## src/rtl/norm_lead_one_pipe.sv

```systemverilog
// norm_lead_one_pipe
//   Two-stage leading-one detector and mantissa normaliser that sits between
//   the mantissa multiplier/adder and the exponent-adjust/round stage.
//
//   S1 (detect): priority-encodes the highest set bit of in_data and registers
//                the data, the mode bit, the position and a zero flag.
//   S2 (shift) : computes the leading-zero count and left-justifies the
//                mantissa, keeping or dropping the leading (hidden) one.
//
// Ports
//   clk        rising-edge clock
//   rst_n      asynchronous active-low reset
//   in_valid   in_data/in_keep valid this cycle
//   in_ready   block accepts input this cycle
//   in_data    unnormalised mantissa, WIDTH bits
//   in_keep    1 = keep leading one at MSB, 0 = drop hidden bit
//   out_valid  result valid
//   out_ready  downstream accepts result
//   out_data   normalised mantissa, WIDTH bits
//   out_pos    bit index of the leading one (0 for zero input)
//   out_lzc    leading-zero count (WIDTH for zero input)
//   out_zero   input was all zeros
//
// Handshake: a transfer happens on a rising clk edge where valid && ready are
// both high. Producers hold valid and payload stable until the transfer;
// in_ready is a function of registered pipeline state and out_ready only,
// never of in_valid, so there is no combinational valid->ready loop.

module norm_lead_one_pipe #(
    parameter int WIDTH = 64,
    parameter int POS_W = 8
) (
    input  logic             clk,
    input  logic             rst_n,
    input  logic             in_valid,
    output logic             in_ready,
    input  logic [WIDTH-1:0] in_data,
    input  logic             in_keep,
    output logic             out_valid,
    input  logic             out_ready,
    output logic [WIDTH-1:0] out_data,
    output logic [POS_W-1:0] out_pos,
    output logic [POS_W-1:0] out_lzc,
    output logic             out_zero
);

    // One extra bit so that lzc+1 (up to WIDTH+1) cannot wrap.
    localparam int SH_W = POS_W + 1;

    // ------------------------------------------------------------------
    // Pipeline state
    // ------------------------------------------------------------------
    logic             s1_valid;
    logic [WIDTH-1:0] s1_data;
    logic             s1_keep;
    logic [POS_W-1:0] s1_pos;
    logic             s1_zero;

    logic             s2_valid;

    logic             s1_adv;
    logic             s2_adv;

    // ------------------------------------------------------------------
    // Flow control: each stage advances when it is empty or the stage
    // after it is advancing, so bubbles collapse and throughput is 1/cycle.
    // ------------------------------------------------------------------
    always_comb begin
        s2_adv   = !s2_valid || out_ready;
        s1_adv   = !s1_valid || s2_adv;
        in_ready = s1_adv;
    end

    assign out_valid = s2_valid;

    // ------------------------------------------------------------------
    // S1 combinational: priority encoder. Scanning upward means the last
    // set bit seen (the highest one) wins.
    // ------------------------------------------------------------------
    logic [POS_W-1:0] det_pos;
    logic             det_zero;

    always_comb begin
        det_pos = '0;
        for (int i = 0; i < WIDTH; i++) begin
            if (in_data[i]) begin
                det_pos = POS_W'(i);
            end
        end
    end

    assign det_zero = (in_data == '0);

    // ------------------------------------------------------------------
    // S1 register
    // ------------------------------------------------------------------
    always_ff @(posedge clk or negedge rst_n) begin
        if (!rst_n) begin
            s1_valid <= 1'b0;
            s1_data  <= '0;
            s1_keep  <= 1'b0;
            s1_pos   <= '0;
            s1_zero  <= 1'b0;
        end else if (s1_adv) begin
            s1_valid <= in_valid;
            if (in_valid) begin
                s1_data <= in_data;
                s1_keep <= in_keep;
                s1_pos  <= det_pos;
                s1_zero <= det_zero;
            end
        end
    end

    // ------------------------------------------------------------------
    // S2 combinational: leading-zero count and normalising shift.
    // Dropping the hidden bit is one extra position of left shift; any
    // shift of WIDTH or more (zero input, or pos=0 with the hidden bit
    // dropped) produces an all-zero mantissa.
    // ------------------------------------------------------------------
    logic [POS_W-1:0] s1_lzc;
    logic [SH_W-1:0]  sh_amt;
    logic [WIDTH-1:0] sh_data;

    always_comb begin
        s1_lzc  = s1_zero ? POS_W'(WIDTH) : (POS_W'(WIDTH - 1) - s1_pos);
        sh_amt  = {1'b0, s1_lzc} + SH_W'(!s1_keep);
        sh_data = '0;
        if (sh_amt < SH_W'(WIDTH)) begin
            sh_data = s1_data << sh_amt;
        end
    end

    // ------------------------------------------------------------------
    // S2 register (drives the outputs directly). Output fields only load
    // when a valid transaction moves in, so they hold during a stall.
    // ------------------------------------------------------------------
    always_ff @(posedge clk or negedge rst_n) begin
        if (!rst_n) begin
            s2_valid <= 1'b0;
            out_data <= '0;
            out_pos  <= '0;
            out_lzc  <= '0;
            out_zero <= 1'b0;
        end else if (s2_adv) begin
            s2_valid <= s1_valid;
            if (s1_valid) begin
                out_data <= sh_data;
                out_pos  <= s1_pos;
                out_lzc  <= s1_lzc;
                out_zero <= s1_zero;
            end
        end
    end

endmodule

```

## config.mk

```make
export PLATFORM = sky130hd
export DESIGN_NAME = norm_lead_one_pipe
export DESIGN_NICKNAME = d
export VERILOG_FILES = /design/src/rtl/norm_lead_one_pipe.sv
export SDC_FILE = /design/constraint.sdc
export NUM_CORES = 1
export LEC_CHECK = 0
export CELL_PAD_IN_SITES_DETAIL_PLACEMENT = 1
export CELL_PAD_IN_SITES_GLOBAL_PLACEMENT = 1
export CORE_MARGIN = 3
export CORE_UTILIZATION = 39
export CTS_BUF_LIST = sky130_fd_sc_hd__clkbuf_4 sky130_fd_sc_hd__clkbuf_8
export DETAILED_ROUTE_END_ITERATION = 6
export GPL_TIMING_DRIVEN = 0
export HOLD_SLACK_MARGIN = 0.1
export PLACE_DENSITY = 0.87
export SLEW_MARGIN = 10
export SYNTH_ARGS = -nofsm -noshare
export SYNTH_HDL_FRONTEND = slang
export SYNTH_SLANG_ARGS = --single-unit
```

## constraint.sdc

```tcl
create_clock -name clk -period 2.8 [get_ports clk]
set_input_delay 0.7 -clock clk [delete_from_list [all_inputs] [get_ports clk]]
set_output_delay 0.7 -clock clk [all_outputs]
set_load 0.03 [all_outputs]
```

Word-level counts from Yosys, hierarchy flattened

Cells that the tools add are included.

Bits of input ports: 69
Bits in registers: 157
Logic and storage cells: 87
Output and inout port bits: 83

Reductions and logical operators: 8
Add/subtract/negate cells: 2
$lt $le $gt $ge: 1
Shift-type cells: 1
Multiplexer cells: 65

Operators by type and width:

| kind                                                | number |
|---|---|
| two-way mux 8 bit                                   | 63 |
| logical NOT 64 bit                                  | 1 |
| two-way mux 64 bit                                  | 1 |
| left shift 64 x 9 -> 64 bit                         | 1 |
| adder 8 x 1 -> 9 bit                                | 1 |
| < comparator 9 x 7 -> 1 bit (second input constant) | 1 |
| subtractor 6 x 8 -> 8 bit (first input constant)    | 1 |
| AND reduction 2 bit                                 | 2 |
| logical NOT 1 bit                                   | 3 |
| logical OR 1 bit                                    | 2 |
| two-way mux 1 bit                                   | 1 |

Depth between registers and ports, before layout

Gate-level depths: netlist (run 1).

Word-level depth: 63
Gate-level depth with buffers: 15
Mapped depth without buffers: 10

Least setup slack after synthesis (run 1)

OpenSTA, ideal clock, no wires.

Kind: register to register
From: reg s1_zero
To: reg out_data[57]
Buffers on the path: 3
Setup time: 0.126 ns
Data arrival time: 2.822 ns
Stages on the path, launching flop included: 14
Setup slack: -0.148 ns
Period minus slack after synthesis: 2.948 ns
Data required time: 2.674 ns
Cells stage by stage: dfrtp_1 > buf_4 > nor2_1 > ha_1 > ha_1 > buf_6 > buf_6 > mux2_4 > mux2i_4 > inv_1 > mux4_2 > mux2i_1 > nor2_1 > a221o_1

Cells in the longest elaborated chain, start to end: 4
Elaborated cells between the ends (all ways): 5
Those cells by class: 1 x add/sub; 1 x order compare; 1 x shift; 2 x mux

Ends and longest elaborated chain:

| what                                                                       | RTL line | RTL |
|---|---|---|
| start, declared                                                            | 57       | `logic s1_zero;` |
| start signal, assigned                                                     | 110      | `s1_zero <= det_zero;` |
| two-way mux 8 bit *                                                        | 126      | `s1_lzc = s1_zero ? POS_W'(WIDTH) : (POS_W'(WIDTH - 1) - s1_pos);` |
| net s1_lzc[0]                                                              | 121      | `logic [POS_W-1:0] s1_lzc;` |
| adder 8 x 1 -> 9 bit *                                                     | 127      | `sh_amt = {1'b0, s1_lzc} + SH_W'(!s1_keep);` |
| left shift 64 x 9 -> 64 bit or < comparator 9 x 7 -> 1 bit (tied branches) | 130, 129 |  |
| two-way mux 64 bit *                                                       | 129      | `if (sh_amt < SH_W'(WIDTH)) begin` |
| end signal, assigned                                                       | 148      | `out_data <= sh_data;` |
| end, declared                                                              | 41       | `output logic [WIDTH-1:0] out_data,` |

The timed path passes the listed nets; every way through them passes the cells marked *.
A chain may end at the register's enable or synchronous reset.

Final worst setup path (run 1)

Same ends and word-level chain as after synthesis.

==> results.json, run 1 <==
{
  "status": "finished, violations left",
  "violations": "negative setup slack",
  "cts_buffers": 17,
  "grt_pass1_wl_microns": 64900,
  "grt_start_max_net_pins": 97,
  "final_hold_viol_count": 0,
  "stdcell_count": 1698,
  "worstMarginPinSlew_ns": 0.786,
  "crit_fanout": 6,
  "setup.worst_path.class": "reg -> reg",
  "rsz0062_at_grt": "true",
  "area_delta_synth_final_pct": 39.3,
  "yosys_warnings": 0,
  "dpl.hpwl_microns": 31400,
  "cts_tree": "yes",
  "setup_violations": 35,
  "synthTopCellsByArea": "dfrtp_1, nand2_1, mux4_2",
  "io_pins": 152,
  "gr-total-overflow": 0,
  "ant_nets": 0,
  "path_cells": "buf_6 > nor2_4 > ha_4 > ha_4 > buf_8 > mux2_4 > mux2i_4 > inv_1 > mux4_2 > mux2i_2 > nor2_1 > a221o_1",
  "postLayoutCellArea_sq_um": 14300,
  "clk_latency_ns": 0.50,
  "root_buffer": "clkbuf_8",
  "p_leak_nw": 5.87,
  "ff_latch_area_sq_um": 3780,
  "hold_class": "in -> async",
  "ys_dominant_reg_cell": "dfrtp_1",
  "fillers": 2859,
  "core_area_sq_um": 25500,
  "cts_hold_buf": 0,
  "postLayoutSetupSlackWorst_ns": -0.271,
  "relSlewSlack_pct": 47.3,
  "dieArea_sq_um": 28300,
  "reg2reg_slack_ns": -0.27,
  "syn-instance-count": 1129,
  "start_kind": "flip-flop",
  "synth_edf_count": 0,
  "cp_slowest_stage_delay_ns": 0.59,
  "final_util_pct": 56.0,
  "p_int_mw": 6.87,
  "synth_seq_cells": 151,
  "cp_data_required_time_ns": 3.18,
  "p_clk_share_pct": 14.0,
  "antenna_found_initial": 0,
  "p_seq_share_pct": 25.3,
  "finClkSkew_ns": 0.0156,
  "die_y_microns": 168,
  "synthArstFlopShare_pct": 100,
  "vias_per_cell": 6.16,
  "synth_area_sq_um": 10300,
  "path_common_cell": "ha_4",
  "comb_power_share_pct": 60.8,
  "rows": 58,
  "clock_path_buffers": 2,
  "drive_above_1_share_pct": 28.1,
  "dp.cells": 1610,
  "vdd_drop_max_uv": 593,
  "wirelength_microns": 44000,
  "first_iter_violations": 915,
  "cts.htree.levels": 4,
  "avgSynthCellArea_sq_um": 9.09,
  "post_dp_cell_area_sq_um": 12200,
  "period_share_pct": 110,
  "cts.clk_slew.worst_paths_ns": 0.10,
  "multi_input_area_sq_um": 6970,
  "routedWlPerCell_microns": 25.9,
  "power_density_nw_per_um2": 890,
  "ys_seq_area_share_pct": 36.8,
  "placement.io_buffers": 148,
  "arrival_ns": 3.45,
  "gp_congestion": 0.972,
  "num_vias": 10452,
  "final_nets": 1426,
  "clkSinkCount": 151,
  "end_kind": "flip-flop",
  "drt_pass1_iterations": 5,
  "hold-worst-slack_ns": 0.0973,
  "cp_slowest_cell": "mux4_2",
  "start_util_pct": 40.2,
  "diodes": 0,
  "grt_pass1_vias": 10708,
  "maxCapViolCount": 0,
  "swShare_pct": 46.0,
  "drc": 0,
  "netlist.area_leader.share_pct": 36.8,
  "grtUsageTotal_pct": 29.3,
  "yosysTopAreaCell": "dfrtp_1",
  "die_w_microns": 168,
  "p_sw_mw": 5.85,
  "slew_violations": 0,
  "post-place-ws_ns": -0.772,
  "min_period_ns": 3.07,
  "fmax_mhz": 326,
  "synth_cell_types": 70
}
-- registers in the layout (all words and copies together) (netlist names) --
signal	flops
s1_valid	1
s1_data	64
out_lzc	7
s1_keep	1
out_data	64
s1_zero	1
s1_pos	6
out_valid	1
out_pos	6
-- synthesized netlist by cell type (all sizes together) (8+ instances only) --
cell type,count
nand2,321
dfrtp,151
mux2i,82
o21ai,67
nor2,65
a21oi,55
mux4,50
buf,49
clkbuf,34
mux2,34
inv,21
nand3,21
nor3,19
nor4,16
a22o,14
a22oi,13
o211ai,12
a221o,10
o221ai,10
a31oi,9
o31ai,8
-- final cells by class --
type,instances,area share [%]
buffer,81,4.68
clock buffer,17,1.64
clock inverter,15,1.08
inverter,21,0.551
multi-input combinational,876,48.7
sequential,151,26.4
tap,330,2.89
timing repair buffer,207,14.0
-- per-layer routing --
layer	track usage, %	vias up	share of wire [%]
li1	-	4538	-
met1	36.8	5231	40
met2	50.4	532	49
met3	4.88	151	6.3
met4	11.9	0	5.2
met5	0	-	0
-- timing repair --
item | 4_1_cts | 5_1_grt
gates resized for setup | 163 | 137
setup endpoints to repair | 62 | 61
setup buffers | 20 | 40
pin swaps | 11 | 22
-- logic make-up after synthesis --
logic type,synth area share [%]
buffers and inverters,5.35
xor gates and xnor gates,0.439
AOI/OAI and AO/OA,14.6
other,0.0365
and+or+nand+nor,19.5
adders and majority gates,0.244
muxes,23.0
DFF,36.8
-- power groups by stage --
stage               clock network, mW  registers [mW]  logic, mW
floorplan                           0            3.88       2.86
global placement                    0            3.17       5.73
detailed placement                  0            3.21       5.89
CTS                              1.76            3.18       6.70
global route                     1.87            3.28       8.06
finish                           1.78            3.21       7.74
-- final timing paths --
check | cells after the start | from | endpoint
max in group asynchronous | 2 | rst_n | s1_data[16]
min in group clk | 2 | out_pos[2] | out_pos[2]
worst max register to register | 12 | s1_zero | out_data[57]
worst min-delay path | 1 | rst_n | out_data[15]
worst max-delay path | 12 | s1_zero | out_data[57]
worst min register to register | 2 | out_pos[2] | out_pos[2]
-- critical path, delay by kind of cell, from the launching register on --
| kind | cells | cell delay (ns) |
|---|---|---|
| AOI/OAI and AO/OA | 1 | 0.27 |
| muxes | 4 | 1.31 |
| buffers and inverters | 3 | 0.36 |
| adders and majority gates | 2 | 0.54 |
| DFF | 1 | 0.38 |
| and+or+nand+nor | 2 | 0.10 |
-- placed cells by master (no fill, tap or decap), types with 6 or more instances in the layout --
cell             synthesis  routed
o221ai_1                10       9
a22oi_2                  0       7
inv_1                   21      20
o211ai_1                12      12
a31oi_1                  9       7
buf_2                   19       7
clkbuf_8                 0      17
mux2i_1                 80      23
o21ai_2                  0       9
mux2_2                  32      21
mux2i_4                  2      35
buf_12                   0       9
nor3_1                  17      16
clkbuf_1                34      25
nor2_1                  61      53
mux2_4                   1      13
nand2_1                320     315
clkbuf_2                 0       6
buf_6                   10      31
mux4_2                  50      50
o21ai_1                 10      19
a22o_1                  14      14
a21oi_1                 54      33
a22oi_1                 13       6
inv_6                    0       8
dfrtp_1                151     150
nor2_2                   2       7
clkdlybuf4s50_1          0     147
a21oi_2                  1      19
o31ai_1                  8       6
buf_4                   16      53
nand3_1                 21      19
mux2i_2                  0      24
o21ai_0                 57      37
nor4_1                  15      15
a221o_1                 10      10
-- through the flow --
stage                     setup TNS (ns)  total power [mW]
after floorplan                  -0.0157              6.74
after global placement           -757.32              8.90
after detailed placement          -29.91              9.10
after CTS                          -1.67              11.6
after global routing               -5.90              13.2
final                              -3.04              12.7
No activity file was read; power rests on OpenSTA's default activity.
==> inputs of run 2 (changes only) <==
--- a/config.mk
+++ b/config.mk
@@ -7,6 +7,7 @@
 export LEC_CHECK = 0
 export CELL_PAD_IN_SITES_DETAIL_PLACEMENT = 1
 export CELL_PAD_IN_SITES_GLOBAL_PLACEMENT = 1
+export CORE_ASPECT_RATIO = 1.1
 export CORE_MARGIN = 3
 export CORE_UTILIZATION = 39
 export CTS_BUF_LIST = sky130_fd_sc_hd__clkbuf_4 sky130_fd_sc_hd__clkbuf_8
==> results.json, run 2 (synthesis results as in run 1) <==
{
  "cts_hold_buf": 0,
  "path_delay_family": "multiplexers",
  "core_area_sq_um": 25600,
  "die_y_microns": 176,
  "num_vias": 10597,
  "start_kind": "flip-flop",
  "post_dp_cell_area_sq_um": 12300,
  "end_kind": "flip-flop",
  "grtUsageTotal_pct": 29.3,
  "first_iter_violations": 838,
  "cp_slowest_cell": "mux4_2",
  "slew_violations": 0,
  "finalPower_mw": 12.9,
  "final_cell_mix": "nand2_1, dfrtp_1, clkdlybuf4s50_1, buf_4, nor2_1",
  "rsz0062_at_grt": "true",
  "dieArea_sq_um": 28300,
  "vdd_drop_max_uv": 377,
  "gr-total-overflow": 0,
  "drive_above_1_share_pct": 28.2,
  "p_leak_nw": 5.87,
  "grt_pass1_vias": 10939,
  "crit_fanout": 6,
  "routedWlPerCell_microns": 26.6,
  "violations": "negative setup slack",
  "final_nets": 1425,
  "largestRegisters": "out_data (64), s1_data (64), out_lzc (7)",
  "final_common_cell": "nand2_1",
  "setup_violations": 42,
  "ant_nets": 0,
  "drt_pass1_iterations": 5,
  "cts_buffers": 17,
  "maxCapViolCount": 0,
  "fillers": 2844,
  "antenna_found_initial": 0,
  "min_period_ns": 3.17,
  "area_delta_synth_final_pct": 40.3,
  "wirelength_microns": 45500,
  "cts.clk_slew.worst_paths_ns": 0.09,
  "rows": 61,
  "status": "finished, violations left",
  "die_w_microns": 161,
  "io_pins": 152,
  "cp_num_buf_inv": 2,
  "clkSinkCount": 151,
  "fin_setup_tns_ns": -4.35,
  "start_util_pct": 40.2,
  "vias_per_cell": 6.19,
  "hold-worst-slack_ns": 0.144,
  "final_util_pct": 56.3,
  "grt_start_max_net_pins": 81,
  "cp_data_required_time_ns": 3.17,
  "cts.htree.levels": 4,
  "period_share_pct": 113,
  "hold_class": "in -> async",
  "finClkSkew_ns": 0.0196,
  "clk_latency_ns": 0.49,
  "power_density_nw_per_um2": 899,
  "path_cells": "buf_6 > nor2_4 > ha_4 > ha_4 > mux2_2 > mux2i_2 > inv_1 > mux4_2 > mux2i_2 > nor2_1 > a221o_1",
  "postLayoutSetupSlackWorst_ns": -0.374,
  "cts_tree": "yes",
  "fmax_mhz": 315,
  "clock_path_buffers": 2,
  "gp_congestion": 0.988,
  "setup.worst_path.class": "reg -> reg",
  "arrival_ns": 3.54,
  "relSlewSlack_pct": 49.1,
  "final_hold_viol_count": 0,
  "placement.io_buffers": 148,
  "worstMarginPinSlew_ns": 0.757,
  "grt_pass1_wl_microns": 64900,
  "root_buffer": "clkbuf_8",
  "dpl.hpwl_microns": 32000,
  "diodes": 0,
  "postLayoutCellArea_sq_um": 14400,
  "cp_slowest_stage_delay_ns": 0.56,
  "drc": 0
}
[run 2: cell types whose count changed in the layout (fill, tap and decap cells not counted), moves of 3 or more]
cell	change
buf_12	+4
a21oi_1	-3
clkinvlp_4	+4
inv_6	-5
buf_6	-9
inv_8	-3
[run 2: area by class of cell]
class	instances	area [sq um]	area share, %
multi-input cells	876	6980	48.5
well taps	346	433	3.01
clock inverters	13	146	1.02
repair buffers	206	2030	14.1
inverters	21	78.8	0.547
plain buffers	81	694	4.82
clock buffers	19	255	1.77
flip-flops and latches	151	3780	26.2
[run 2: worst reg2reg max path: stages (launching register included)]
cell and delay [ns]:
dfrtp_1 0.39, buf_6 0.13, nor2_4 0.04, ha_4 0.17, ha_4 0.37, mux2_2 0.41, mux2i_2 0.33, inv_1 0.14
mux4_2 0.56, mux2i_2 0.20, nor2_1 0.06, a221o_1 0.27
[run 2: routing by layer]
layer | GRT usage (%) | vias to the layer above | routed length (microns)
li1 | - | 4533 | -
met1 | 35.7 | 5330 | 17300
met2 | 51.8 | 562 | 22800
met3 | 4.41 | 172 | 2730
met4 | 12.9 | 0 | 2630
met5 | 0 | - | 0
[run 2: report_power, final]
group          internal (mW)  switching (mW)  leakage, nW
sequential              2.71           0.507         1.86
clock                  0.833           0.949        0.189
combinational           3.53            4.41         3.82
total                   7.08            5.87         5.87
[run 2: repair_timing]
action,CTS,global route
pin swaps,15,32
gates cloned,0,2
setup buffers,25,30
endpoints found under the setup margin,60,63
gates resized for setup,125,184
[run 2: path summary, 6_finish.rpt]
check,startpoint,to,cells past startpoint,slack [ns]
max in group asynchronous,rst_n,s1_data[0],2,1.86
min in group clk,out_pos[1],out_pos[1],2,0.49
worst min-delay path,rst_n,out_data[8],1,0.14
worst min register to register,out_pos[1],out_pos[1],2,0.49
worst max register to register,s1_zero,out_data[57],11,-0.37
worst max-delay path,s1_zero,out_data[57],11,-0.37
[run 2: stage by stage]
step                instances  setup slack (ns)
floorplan                1131           -0.0157
global placement         1625             -4.94
detailed placement       1626            -0.745
CTS                      1681            -0.176
global route             1713            -0.390
finish                   1713            -0.374
==> inputs of run 3 (changes only) <==
--- a/config.mk
+++ b/config.mk
@@ -15,7 +15,7 @@
 export GPL_TIMING_DRIVEN = 0
 export HOLD_SLACK_MARGIN = 0.1
 export PLACE_DENSITY = 0.87
-export SLEW_MARGIN = 10
+export SLEW_MARGIN = 40
 export SYNTH_ARGS = -nofsm -noshare
 export SYNTH_HDL_FRONTEND = slang
 export SYNTH_SLANG_ARGS = --single-unit
==> results.json, run 3 (synthesis results as in run 1) <==
{
  "p_clk_share_pct": 14.7,
  "slew_violations": 0,
  "drc": 0,
  "grt_pass1_vias": 10721,
  "routedWlPerCell_microns": 24.9,
  "power_density_nw_per_um2": 885,
  "clk_latency_ns": 0.48,
  "placement.io_buffers": 148,
  "hp-start": "out_pos[1]",
  "post_dp_cell_area_sq_um": 12300,
  "wirelength_microns": 42400,
  "dpl.hpwl_microns": 32100,
  "status": "finished, violations left",
  "min_period_ns": 3.03,
  "dieArea_sq_um": 28300,
  "postLayoutCellArea_sq_um": 14100,
  "cp_data_required_time_ns": 3.16,
  "gp_congestion": 0.988,
  "rows": 61,
  "finClkSkew_ns": 0.0181,
  "grt_pass1_wl_microns": 64000,
  "grt_start_max_net_pins": 75,
  "relSlewSlack_pct": 53.3,
  "postLayoutSetupSlackWorst_ns": -0.231,
  "cp_slowest_stage_delay_ns": 0.55,
  "finalPower_mw": 12.5,
  "cts.clk_slew.worst_paths_ns": 0.09,
  "maxCapViolCount": 0,
  "setup_violations": 34,
  "violations": "negative setup slack",
  "p_int_mw": 6.85,
  "period_share_pct": 108,
  "comb_power_share_pct": 59.7,
  "p_seq_share_pct": 25.6,
  "die_y_microns": 176,
  "first_iter_violations": 832,
  "ff_latch_area_sq_um": 3780,
  "r2r-start": "s1_zero",
  "grtUsageTotal_pct": 29.0,
  "ant_nets": 0,
  "cp_slowest_cell": "mux4_2",
  "p_sw_mw": 5.61,
  "root_buffer": "clkbuf_8",
  "setup.worst_path.class": "reg -> reg",
  "path_common_cell": "ha_4",
  "cts_tree": "yes",
  "clock_path_buffers": 2,
  "hold_class": "reg -> reg",
  "final_cell_mix": "nand2_1, dfrtp_1, clkdlybuf4s50_1, nor2_1, mux4_2",
  "gr-total-overflow": 0,
  "antenna_found_initial": 0,
  "area_delta_synth_final_pct": 37.2,
  "vias_per_cell": 6.00,
  "drive_above_1_share_pct": 25.5,
  "end_kind": "flip-flop",
  "final_util_pct": 55.1,
  "multi_input_area_sq_um": 6770,
  "clkSinkCount": 151,
  "swShare_pct": 45.0,
  "fillers": 2814,
  "final_hold_viol_count": 0,
  "start_util_pct": 40.2,
  "cts_buffers": 17,
  "vdd_drop_max_uv": 354,
  "post-place-ws_ns": -0.720,
  "diodes": 0,
  "startpoint": "s1_zero",
  "fmax_mhz": 330,
  "die_w_microns": 161,
  "rsz0062_at_grt": "true",
  "cts.htree.levels": 4,
  "drt_pass1_iterations": 7,
  "num_vias": 10217,
  "start_kind": "flip-flop",
  "final_common_cell": "nand2_1",
  "crit_fanout": 5,
  "core_area_sq_um": 25600,
  "p_leak_nw": 5.83,
  "worstMarginPinSlew_ns": 0.701,
  "final_nets": 1416,
  "arrival_ns": 3.39,
  "io_pins": 152,
  "path_cells": "buf_6 > nor2_4 > ha_4 > ha_4 > buf_8 > mux2_4 > mux2i_4 > inv_1 > mux4_2 > mux2i_2 > nor2_1 > a221o_1",
  "largestRegisters": "out_data (64), s1_data (64), out_lzc (7)",
  "hold-worst-slack_ns": 0.490
}
==> run 3: cell count changes in the layout (fill, tap and decap cells not counted), moves of 5 or more <==
cell	change
mux2i_1	+10
mux2i_4	-7
buf_4	-5
buf_6	-5
clkinvlp_4	-5
inv_6	+5
==> run 3: per-layer routing <==
metal  global-route usage (%)  share of wire [%]
met2                     51.4                 51
met3                     3.73                5.2
met1                     35.9                 40
met4                     11.9                3.9
met5                        0                  0
==> run 3: what timing repair did <==
action / CTS / global route
hold endpoints to repair: 6 / 0
setup endpoints to repair: 60 / 64
hold buffers: 1 / 0
buffers inserted: 24 / 23
gates resized for setup: 125 / 125
pin swaps: 13 / 16
==> run 3: worst max-delay path, delay by kind of cell, from the launching register on <==
kind / cells / cell delay [ns]
flops: 1 / 0.38
compound gates: 1 / 0.27
fa+ha+maj: 2 / 0.53
simple gates: 2 / 0.10
buf+inv: 3 / 0.35
mux: 4 / 1.30
==> run 3: power by group through the flow <==
stage | sequential [mW] | clock [mW] | combinational [mW]
floorplan | 3.88 | 0 | 2.86
global placement | 3.16 | 0 | 5.74
detailed placement | 3.20 | 0 | 5.92
CTS | 3.16 | 1.85 | 6.57
global route | 3.26 | 1.94 | 7.75
finish | 3.19 | 1.83 | 7.44
==> run 3: final timing paths <==
check                                     to  slack, ns  cells after the start
worst max-delay path            out_data[57]      -0.23                     12
worst min-delay path              out_pos[1]       0.49                      2
worst max register to register  out_data[57]      -0.23                     12
worst min register to register    out_pos[1]       0.49                      2
max in group asynchronous         s1_data[0]       1.60                      3
min in group asynchronous       out_data[15]       0.62                      2
==> run 3: through the flow <==
stage	instances	TNS, ns
after detailed placement	1627	-30.87
after global placement	1625	-766.18
after CTS	1682	-2.01
final	1704	-2.59
after global routing	1704	-5.00
after floorplan	1131	-0.0157
==> run 3: layout make-up <==
type	instances	share of cell area (%)
Multi-Input combinational cell	876	48.0
Clock buffer	17	1.66
Tap cell	346	3.07
Timing Repair Buffer	197	13.8
Clock inverter	15	1.26
Buffer	81	4.76
Inverter	21	0.560
Sequential cell	151	26.8
